[src/rtl/tpu_pkg.sv]
// Shared types and sizing constants for the 2x2 systolic array datapath.
// The feeder's counter widths are derived here from the array size.
package tpu_pkg;

   localparam int ARR_N         = 2;
   localparam int OPERAND_BYTES = 2 * ARR_N * ARR_N;
   localparam int ISSUE_STEPS   = ARR_N * ARR_N;
   localparam int LOAD_CNT_W    = $clog2(OPERAND_BYTES);
   localparam int ISSUE_CNT_W   = $clog2(ISSUE_STEPS);
   localparam int DRAIN_CNT_W   = 4;

   typedef enum logic [1:0] {
      ST_LOAD  = 2'd0,
      ST_ISSUE = 2'd1,
      ST_DRAIN = 2'd2,
      ST_DONE  = 2'd3
   } feeder_state_t;

endpackage

[src/rtl/operand_buffer_2x2.sv]
// Eight-entry operand register file: entries 0..3 hold A, 4..7 hold B.
// One write port indexed by the load counter, two combinational read ports at issue step t.
import tpu_pkg::*;

module operand_buffer_2x2 #(
   parameter int WIDTH = 8
) (
   input  logic                   clk,
   input  logic                   rst,
   input  logic                   i_wr_en,
   input  logic [LOAD_CNT_W-1:0]  i_wr_idx,
   input  logic [WIDTH-1:0]       i_wr_data,
   input  logic [ISSUE_CNT_W-1:0] i_rd_t,
   output logic [WIDTH-1:0]       o_a_data,
   output logic [WIDTH-1:0]       o_b_data
);

   logic [WIDTH-1:0] r_mem [OPERAND_BYTES];

   always_ff @(posedge clk or posedge rst) begin
      if (rst) begin
         for (int i = 0; i < OPERAND_BYTES; i++) begin
            r_mem[i] <= '0;
         end
      end else if (i_wr_en) begin
         r_mem[i_wr_idx] <= i_wr_data;
      end
   end

   // A[i][k] and B[i][k] both sit at offset t = {i,k} within their half.
   assign o_a_data = r_mem[{1'b0, i_rd_t}];
   assign o_b_data = r_mem[{1'b1, i_rd_t}];

endmodule

[src/rtl/matrix_feeder_2x2.sv]
// Operand loader/sequencer for the 2x2 systolic array: buffers eight bytes,
// issues them over four cycles, waits DRAIN cycles, then pulses done.
import tpu_pkg::*;

module matrix_feeder_2x2 #(
   parameter int WIDTH = 8,
   parameter int DRAIN = 4
) (
   input  logic             clk,
   input  logic             rst,
   input  logic [WIDTH-1:0] in_data,
   input  logic             in_valid,
   output logic             in_ready,
   output logic [WIDTH-1:0] a_data,
   output logic [WIDTH-1:0] b_data,
   output logic [1:0]       a_row_idx,
   output logic [1:0]       b_col_idx,
   output logic             valid_in,
   output logic             busy,
   output logic             done
);

   feeder_state_t          r_state;
   logic [LOAD_CNT_W-1:0]  r_load_cnt;
   logic [ISSUE_CNT_W-1:0] r_issue_cnt;
   logic [DRAIN_CNT_W-1:0] r_drain_cnt;
   logic [WIDTH-1:0]       r_a_data;
   logic [WIDTH-1:0]       r_b_data;
   logic [1:0]             r_a_row_idx;
   logic [1:0]             r_b_col_idx;
   logic                   r_valid_in;
   logic                   r_busy;
   logic                   r_done;

   logic                   w_load_hs;
   logic [ISSUE_CNT_W-1:0] w_rd_t;
   logic [WIDTH-1:0]       w_a_rd;
   logic [WIDTH-1:0]       w_b_rd;

   assign in_ready  = (r_state == ST_LOAD);
   assign w_load_hs = in_valid & in_ready;

   // Outputs are registered one step ahead: entering ISSUE registers t=0,
   // and each ISSUE cycle registers the step after the one on display.
   assign w_rd_t = (r_state == ST_ISSUE) ? (r_issue_cnt + ISSUE_CNT_W'(1)) : '0;

   operand_buffer_2x2 #(
      .WIDTH (WIDTH)
   ) u_buf (
      .clk       (clk),
      .rst       (rst),
      .i_wr_en   (w_load_hs),
      .i_wr_idx  (r_load_cnt),
      .i_wr_data (in_data),
      .i_rd_t    (w_rd_t),
      .o_a_data  (w_a_rd),
      .o_b_data  (w_b_rd)
   );

   always_ff @(posedge clk or posedge rst) begin
      if (rst) begin
         r_state     <= ST_LOAD;
         r_load_cnt  <= '0;
         r_issue_cnt <= '0;
         r_drain_cnt <= '0;
         r_a_data    <= '0;
         r_b_data    <= '0;
         r_a_row_idx <= '0;
         r_b_col_idx <= '0;
         r_valid_in  <= 1'b0;
         r_busy      <= 1'b0;
         r_done      <= 1'b0;
      end else begin
         case (r_state)
            ST_LOAD: begin
               if (w_load_hs) begin
                  if (r_load_cnt == LOAD_CNT_W'(OPERAND_BYTES - 1)) begin
                     r_load_cnt  <= '0;
                     r_issue_cnt <= '0;
                     r_state     <= ST_ISSUE;
                     r_busy      <= 1'b1;
                     r_valid_in  <= 1'b1;
                     r_a_data    <= w_a_rd;
                     r_b_data    <= w_b_rd;
                     r_a_row_idx <= {1'b0, w_rd_t[1]};
                     r_b_col_idx <= {1'b0, w_rd_t[0]};
                  end else begin
                     r_load_cnt <= r_load_cnt + LOAD_CNT_W'(1);
                  end
               end
            end
            ST_ISSUE: begin
               if (r_issue_cnt == ISSUE_CNT_W'(ISSUE_STEPS - 1)) begin
                  r_state     <= ST_DRAIN;
                  r_drain_cnt <= '0;
                  r_valid_in  <= 1'b0;
                  r_a_data    <= '0;
                  r_b_data    <= '0;
                  r_a_row_idx <= '0;
                  r_b_col_idx <= '0;
               end else begin
                  r_issue_cnt <= r_issue_cnt + ISSUE_CNT_W'(1);
                  r_a_data    <= w_a_rd;
                  r_b_data    <= w_b_rd;
                  r_a_row_idx <= {1'b0, w_rd_t[1]};
                  r_b_col_idx <= {1'b0, w_rd_t[0]};
               end
            end
            ST_DRAIN: begin
               if (r_drain_cnt == DRAIN_CNT_W'(DRAIN - 1)) begin
                  r_drain_cnt <= '0;
                  r_state     <= ST_DONE;
                  r_done      <= 1'b1;
               end else begin
                  r_drain_cnt <= r_drain_cnt + DRAIN_CNT_W'(1);
               end
            end
            ST_DONE: begin
               r_state <= ST_LOAD;
               r_done  <= 1'b0;
               r_busy  <= 1'b0;
            end
            default: begin
               r_state <= ST_LOAD;
            end
         endcase
      end
   end

   assign a_data    = r_a_data;
   assign b_data    = r_b_data;
   assign a_row_idx = r_a_row_idx;
   assign b_col_idx = r_b_col_idx;
   assign valid_in  = r_valid_in;
   assign busy      = r_busy;
   assign done      = r_done;

endmodule

[config.mk]
export PLATFORM = sky130hd
export DESIGN_NAME = matrix_feeder_2x2
export DESIGN_NICKNAME = d
export VERILOG_FILES = /design/src/rtl/tpu_pkg.sv /design/src/rtl/operand_buffer_2x2.sv /design/src/rtl/matrix_feeder_2x2.sv
export SDC_FILE = /design/constraint.sdc
export NUM_CORES = 1
export LEC_CHECK = 0
export ABC_AREA = 1
export CORE_MARGIN = 3
export CORE_UTILIZATION = 55
export CTS_CLUSTER_DIAMETER = 200
export CTS_CLUSTER_SIZE = 30
export DETAILED_ROUTE_END_ITERATION = 12
export DONT_BUFFER_PORTS = 1
export HOLD_SLACK_MARGIN = 0.08
export PLACE_DENSITY = 0.7
export SYNTH_ARGS = -nofsm -noshare
export SYNTH_HDL_FRONTEND = slang
export SYNTH_HIERARCHICAL = 1
export SYNTH_SLANG_ARGS = --single-unit
[constraint.sdc]
create_clock -name clk -period 3.53 [get_ports clk]
set_clock_uncertainty 0.1 [all_clocks]
set_input_delay 0.8825 -clock clk [delete_from_list [all_inputs] [get_ports clk]]
set_output_delay 0.8825 -clock clk [all_outputs]
set_load 0.01 [all_outputs]
; Word-level counts from Yosys, hierarchy flattened
; Index checks and enable logic that the tools add are counted.
[totals]
reg_bits = 98
out_inout_bits = 24
elab_cells = 101
[op_classes]
add_sub_neg = 3
magnitude_cmp = 4
n_eq_ne = 11
muxes = 46
bitwise_logic = 4
n_reduce_logical = 14
[ops]
columns = op, n
row1 = two-way mux 8 bit, 11
row2 = bitwise mux 64 bit, 1
row3 = binary-select mux 8 bit (select 3 bit), 2
row4 = one-hot mux 8 bit (2 select lines), 2
row5 = demux 8 bit (select 3 bit), 1
row6 = two-way mux 2 bit, 12
row7 = greater-or-equal comparator 4 bit (second input constant), 3
row8 = one-hot mux 2 bit (2 select lines), 3
row9 = AND reduction 4 bit, 3
row10 = two-way mux 4 bit, 2
row11 = NOT 3 -> 4 bit, 2
row12 = one-hot mux 2 bit (4 select lines), 1
row13 = one-hot mux 4 bit (2 select lines), 1
row14 = nonzero test 2 bit, 4
row15 = == test 2 bit (second input constant), 3
row16 = two-way mux 1 bit, 6
row17 = inequality test 2 x 1 -> 1 bit (second input constant), 3
row18 = one-hot mux 1 bit (2 select lines), 3
row19 = AND reduction 2 bit, 3
row20 = AND reduction 3 bit, 2
row21 = adder 4 x 1 -> 4 bit (second input constant), 1
row22 = == test 4 x 2 -> 1 bit (second input constant), 1
row23 = less-than comparator 4 x 1 -> 1 bit (second input constant), 1
row24 = inequality test 2 bit (second input constant), 2
row25 = 9 further kinds, 9

; Longest topological paths before layout
[depth]
depth_word = 9
ltp_mapped = 11
depth_no_buf = 10

; Modules after synthesis
; The synthesis kept the hierarchy.
[modules_own_cells]
columns = mod, instances, cells_per_inst, area_each_um2, seq_area_each_um2
row1 = operand_buffer_2x2, 1, 467, 3271.9, 1601.5
row2 = matrix_feeder_2x2, 1, 184, 1557.7, 800.8

; Least setup slack after synthesis
; No wires, ideal clock.
[synth_path]
path_kind = input-to-reg
startpoint = input in_valid
endpoint = register u_buf/r_mem[48] in the netlist's numbering
arrival_time_ns = 1.708
t_required_ns = 3.313
slack_ns = 1.605
path_stages = 8
path_cell_list = nand2_2 -> inv_1 -> nand2_1 -> inv_1 -> buf_2 -> nand2_1 -> nand2_1 -> nand2_1
[synth_between]
elab_chain_cells = 1
[synth_rtl]
columns = element, line
row1 = from (decl), matrix_feeder_2x2.sv:12  ; input logic in_valid,
row2 = bitwise AND 1 bit, matrix_feeder_2x2.sv:41  ; assign w_load_hs = in_valid & in_ready;
row3 = net w_load_hs, matrix_feeder_2x2.sv:35  ; logic w_load_hs;
row4 = "to (signal, indexed assignment)", operand_buffer_2x2.sv:26  ; r_mem[i_wr_idx] <= i_wr_data;
row5 = to (decl), operand_buffer_2x2.sv:18  ; logic [WIDTH-1:0] r_mem [OPERAND_BYTES];
; The timed path passes the listed nets, and every way through them passes these cells.
; A chain may end at the register's enable or synchronous reset.

; Final worst setup path
[layout_path]
startpoint = register r_state[1]
endpoint = register u_buf/r_mem[15] in the netlist's numbering
[layout_between]
elab_chain_cells = 2
[layout_rtl]
columns = element, line
row1 = from (decl), matrix_feeder_2x2.sv:23  ; feeder_state_t r_state;
row2 = from (signal assigned), matrix_feeder_2x2.sv:62  ; r_state <= ST_LOAD;
row3 = from (signal assigned), matrix_feeder_2x2.sv:80  ; r_state <= ST_ISSUE;
row4 = from (signal assigned), matrix_feeder_2x2.sv:94  ; r_state <= ST_DRAIN;
row5 = logical NOT 2 bit, matrix_feeder_2x2.sv:40  ; assign in_ready = (r_state == ST_LOAD);
row6 = net in_ready, matrix_feeder_2x2.sv:13  ; output logic in_ready,
row7 = bitwise AND 1 bit, matrix_feeder_2x2.sv:41
row8 = net w_load_hs, matrix_feeder_2x2.sv:35
; The timed path passes the listed nets, and every way through them passes these cells.

==> results.json <==
{
  "critical_path_class": "reg -> reg",
  "root_buffer": "clkbuf_8",
  "diodes": 0,
  "drtPass1Iterations": 5,
  "h-tree-depth": 3,
  "cp.arrival_ps": 2620,
  "most-common-layout-cells": "316 x nand2_1, 96 x dfrtp_1, 87 x nand3_1",
  "met2_length_microns": 5018,
  "met3_length_microns": 779,
  "synth_ff_type": "dfrtp_1",
  "ant_nets": 0,
  "wl_met1_microns": 5114,
  "critPathLaunchType": "flip-flop",
  "grt_max_degree": 29,
  "overflow": 0,
  "numClockSinks": 96,
  "ir_drop_mv": 0.3865,
  "synthDistinctLibCells": 24,
  "setup_slack_ps": 1063,
  "boundaryPins": 35,
  "slew_violations": 0,
  "multi_input_area_sq_um": 1992,
  "finalSetupTns_ps": 0,
  "numCtsBuffers": 9,
  "num_vias": 3950,
  "grt_pass1_vias": 3717,
  "grt_util_all_layers_pct": 23.62,
  "hp-class": "in -> async",
  "synth_largest_area_cell": "dfrtp_1",
  "ys_seq_area_share_pct": 49.74,
  "synth-edff-count": 0,
  "nets": 664,
  "rows": 33,
  "cts_buffer_depth": 2,
  "rsz0062_at_grt": "no",
  "floorplan.initialDensity_pct": 57.62,
  "path_clk_slew_ps": 100,
  "layout-drive-gt1-share_pct": 7.704,
  "synth.avg_cell_area_sq_um": 7.419,
  "antenna_found_initial": 0,
  "layout_commonest_cell": "nand2_1",
  "cts_setup_buffers": 0,
  "cts_resized": 0,
  "timing.slew.headroom_pct": 46.43,
  "viasPerCell": 5.239,
  "wl_per_cell_microns": 14.65,
  "drt-initial-drc-count": 228,
  "p_leak_uw": 0.002880,
  "drv_cap": 0,
  "yosysWarnings": 6,
  "port_buffers": 0,
  "async_flop_share_pct": 100.0,
  "core_area_sq_um": 8382,
  "syn_area_sq_um": 4830,
  "synth_area_leaders": "dfrtp_1 50%, nand2_1 25%, nand3_1 9.0%, inv_1 5.6%, ha_1 2.3%",
  "stdcell_count": 754,
  "power_density_nw_per_um2": 914.7,
  "hpwlAfterDp_microns": 7832,
  "timing.final.hold_violations": 0,
  "clock_latency_ps": 360,
  "timing.final.crit_share_pct": 69.89,
  "fillCellCount": 772,
  "cts_tree": "yes",
  "finalCoreUtilization_pct": 60.59,
  "place_congestion": 0.9411,
  "min_period_ps": 2467,
  "synth_top_area_share_pct": 49.74,
  "crit_path_end_kind": "flip-flop",
  "crit_path_max_fanout": 17,
  "remaining_drc_errors": 0,
  "top_layer_used": "met4",
  "setup_viol": 0,
  "fmax_mhz": 405.3,
  "dieWidth_microns": 99.71,
  "grt_pass1_wl_microns": 18400,
  "drt_wl_total_microns": 11040,
  "pre_cts_slack_ps": 1073,
  "area_growth_pct": 5.155,
  "synth_cells": 651,
  "status": "finished clean",
  "worst_pin_slew_ps": 802.7,
  "postCtsHoldBufs": 0,
  "regArea_sq_um": 2402,
  "ys_ff_latch": 96,
  "die_y_microns": 99.71,
  "die_area_sq_um": 9941,
  "place_inst": 738,
  "cp.required_ps": 3680,
  "rrSetupSlack_ps": 1060
}
-- per-stage QoR --
step	area (sq um)	total power, uW	hold WS (ps)
detailed placement	4860	3849	352.2
global placement	4860	3779	349.8
CTS	5079	4647	258.4
global route	5079	5073	272.6
floorplan	4833	3434	333.8
finish	5079	4646	257.5
-- cell usage after synthesis (all sizes together), types with 2 or more instances --
master    n
nand2   317
dfrtp    96
nand3    88
inv      73
buf      16
or2      16
nor2     14
clkbuf   11
ha        9
o21ai     7
nand4     2
-- registers in the layout, indices dropped and copies added, names as in the netlist --
signal and cells:
u_buf/r_mem 64, a_data 8, b_data 8, r_drain_cnt 4, r_load_cnt 3, r_issue_cnt 2
r_state 2, a_row_idx 1, b_col_idx 1, busy 1, done 1, valid_in 1
-- cell type report --
| type | instances | share of cell area (%) |
|---|---|---|
| flip-flops and latches | 96 | 47.30 |
| multi-input cells | 456 | 39.22 |
| inverters | 73 | 5.395 |
| well taps | 105 | 2.587 |
| clock buffers | 9 | 2.439 |
| clock inverters | 7 | 1.872 |
| repair buffers | 8 | 1.183 |
-- critical path, stage by stage, from the launching register on --
cell,delay (ps)
dfrtp_1,430
inv_1,120
ha_1,310
nand2_2,150
inv_1,150
inv_1,70
nor2_2,470
nand2_1,350
nand2_1,150
nand2_1,60
-- layer usage --
metal | track usage, % | up-vias
met5 | 0 | -
met4 | 6.828 | 0
met3 | 5.470 | 12
met2 | 36.12 | 113
met1 | 33.71 | 1866
li1 | - | 1959
-- where the power goes --
group / total, uW / internal [uW] / switching, uW
clock network: 799 / 401 / 399
registers: 1960 / 1590 / 371
logic: 1890 / 672 / 1220
total: 4650 / 2660 / 1990
-- cells by family after synthesis --
| logic type | Yosys count | share of synthesized area [%] |
|---|---|---|
| buffers and inverters | 100 | 9.145 |
| flip-flops | 96 | 49.74 |
| AND/OR/NAND/NOR | 437 | 37.75 |
| adder cells (fa/ha/maj) | 9 | 2.332 |
| other | 1 | 0.07765 |
| AO/OA/AOI/OAI | 8 | 0.9587 |
-- worst paths after layout --
kind / start / to / cells after the start
setup / recovery: r_state[1] / u_buf/r_mem[15] / 9
hold / removal: rst / u_buf/r_mem[27] / 1
setup reg to reg: r_state[1] / u_buf/r_mem[15] / 9
hold reg to reg: u_buf/r_mem[63] / u_buf/r_mem[63] / 2
max in group asynchronous: rst / a_data[0] / 2
min in group clk: u_buf/r_mem[63] / u_buf/r_mem[63] / 2
(Power assumes the default switching activity.)
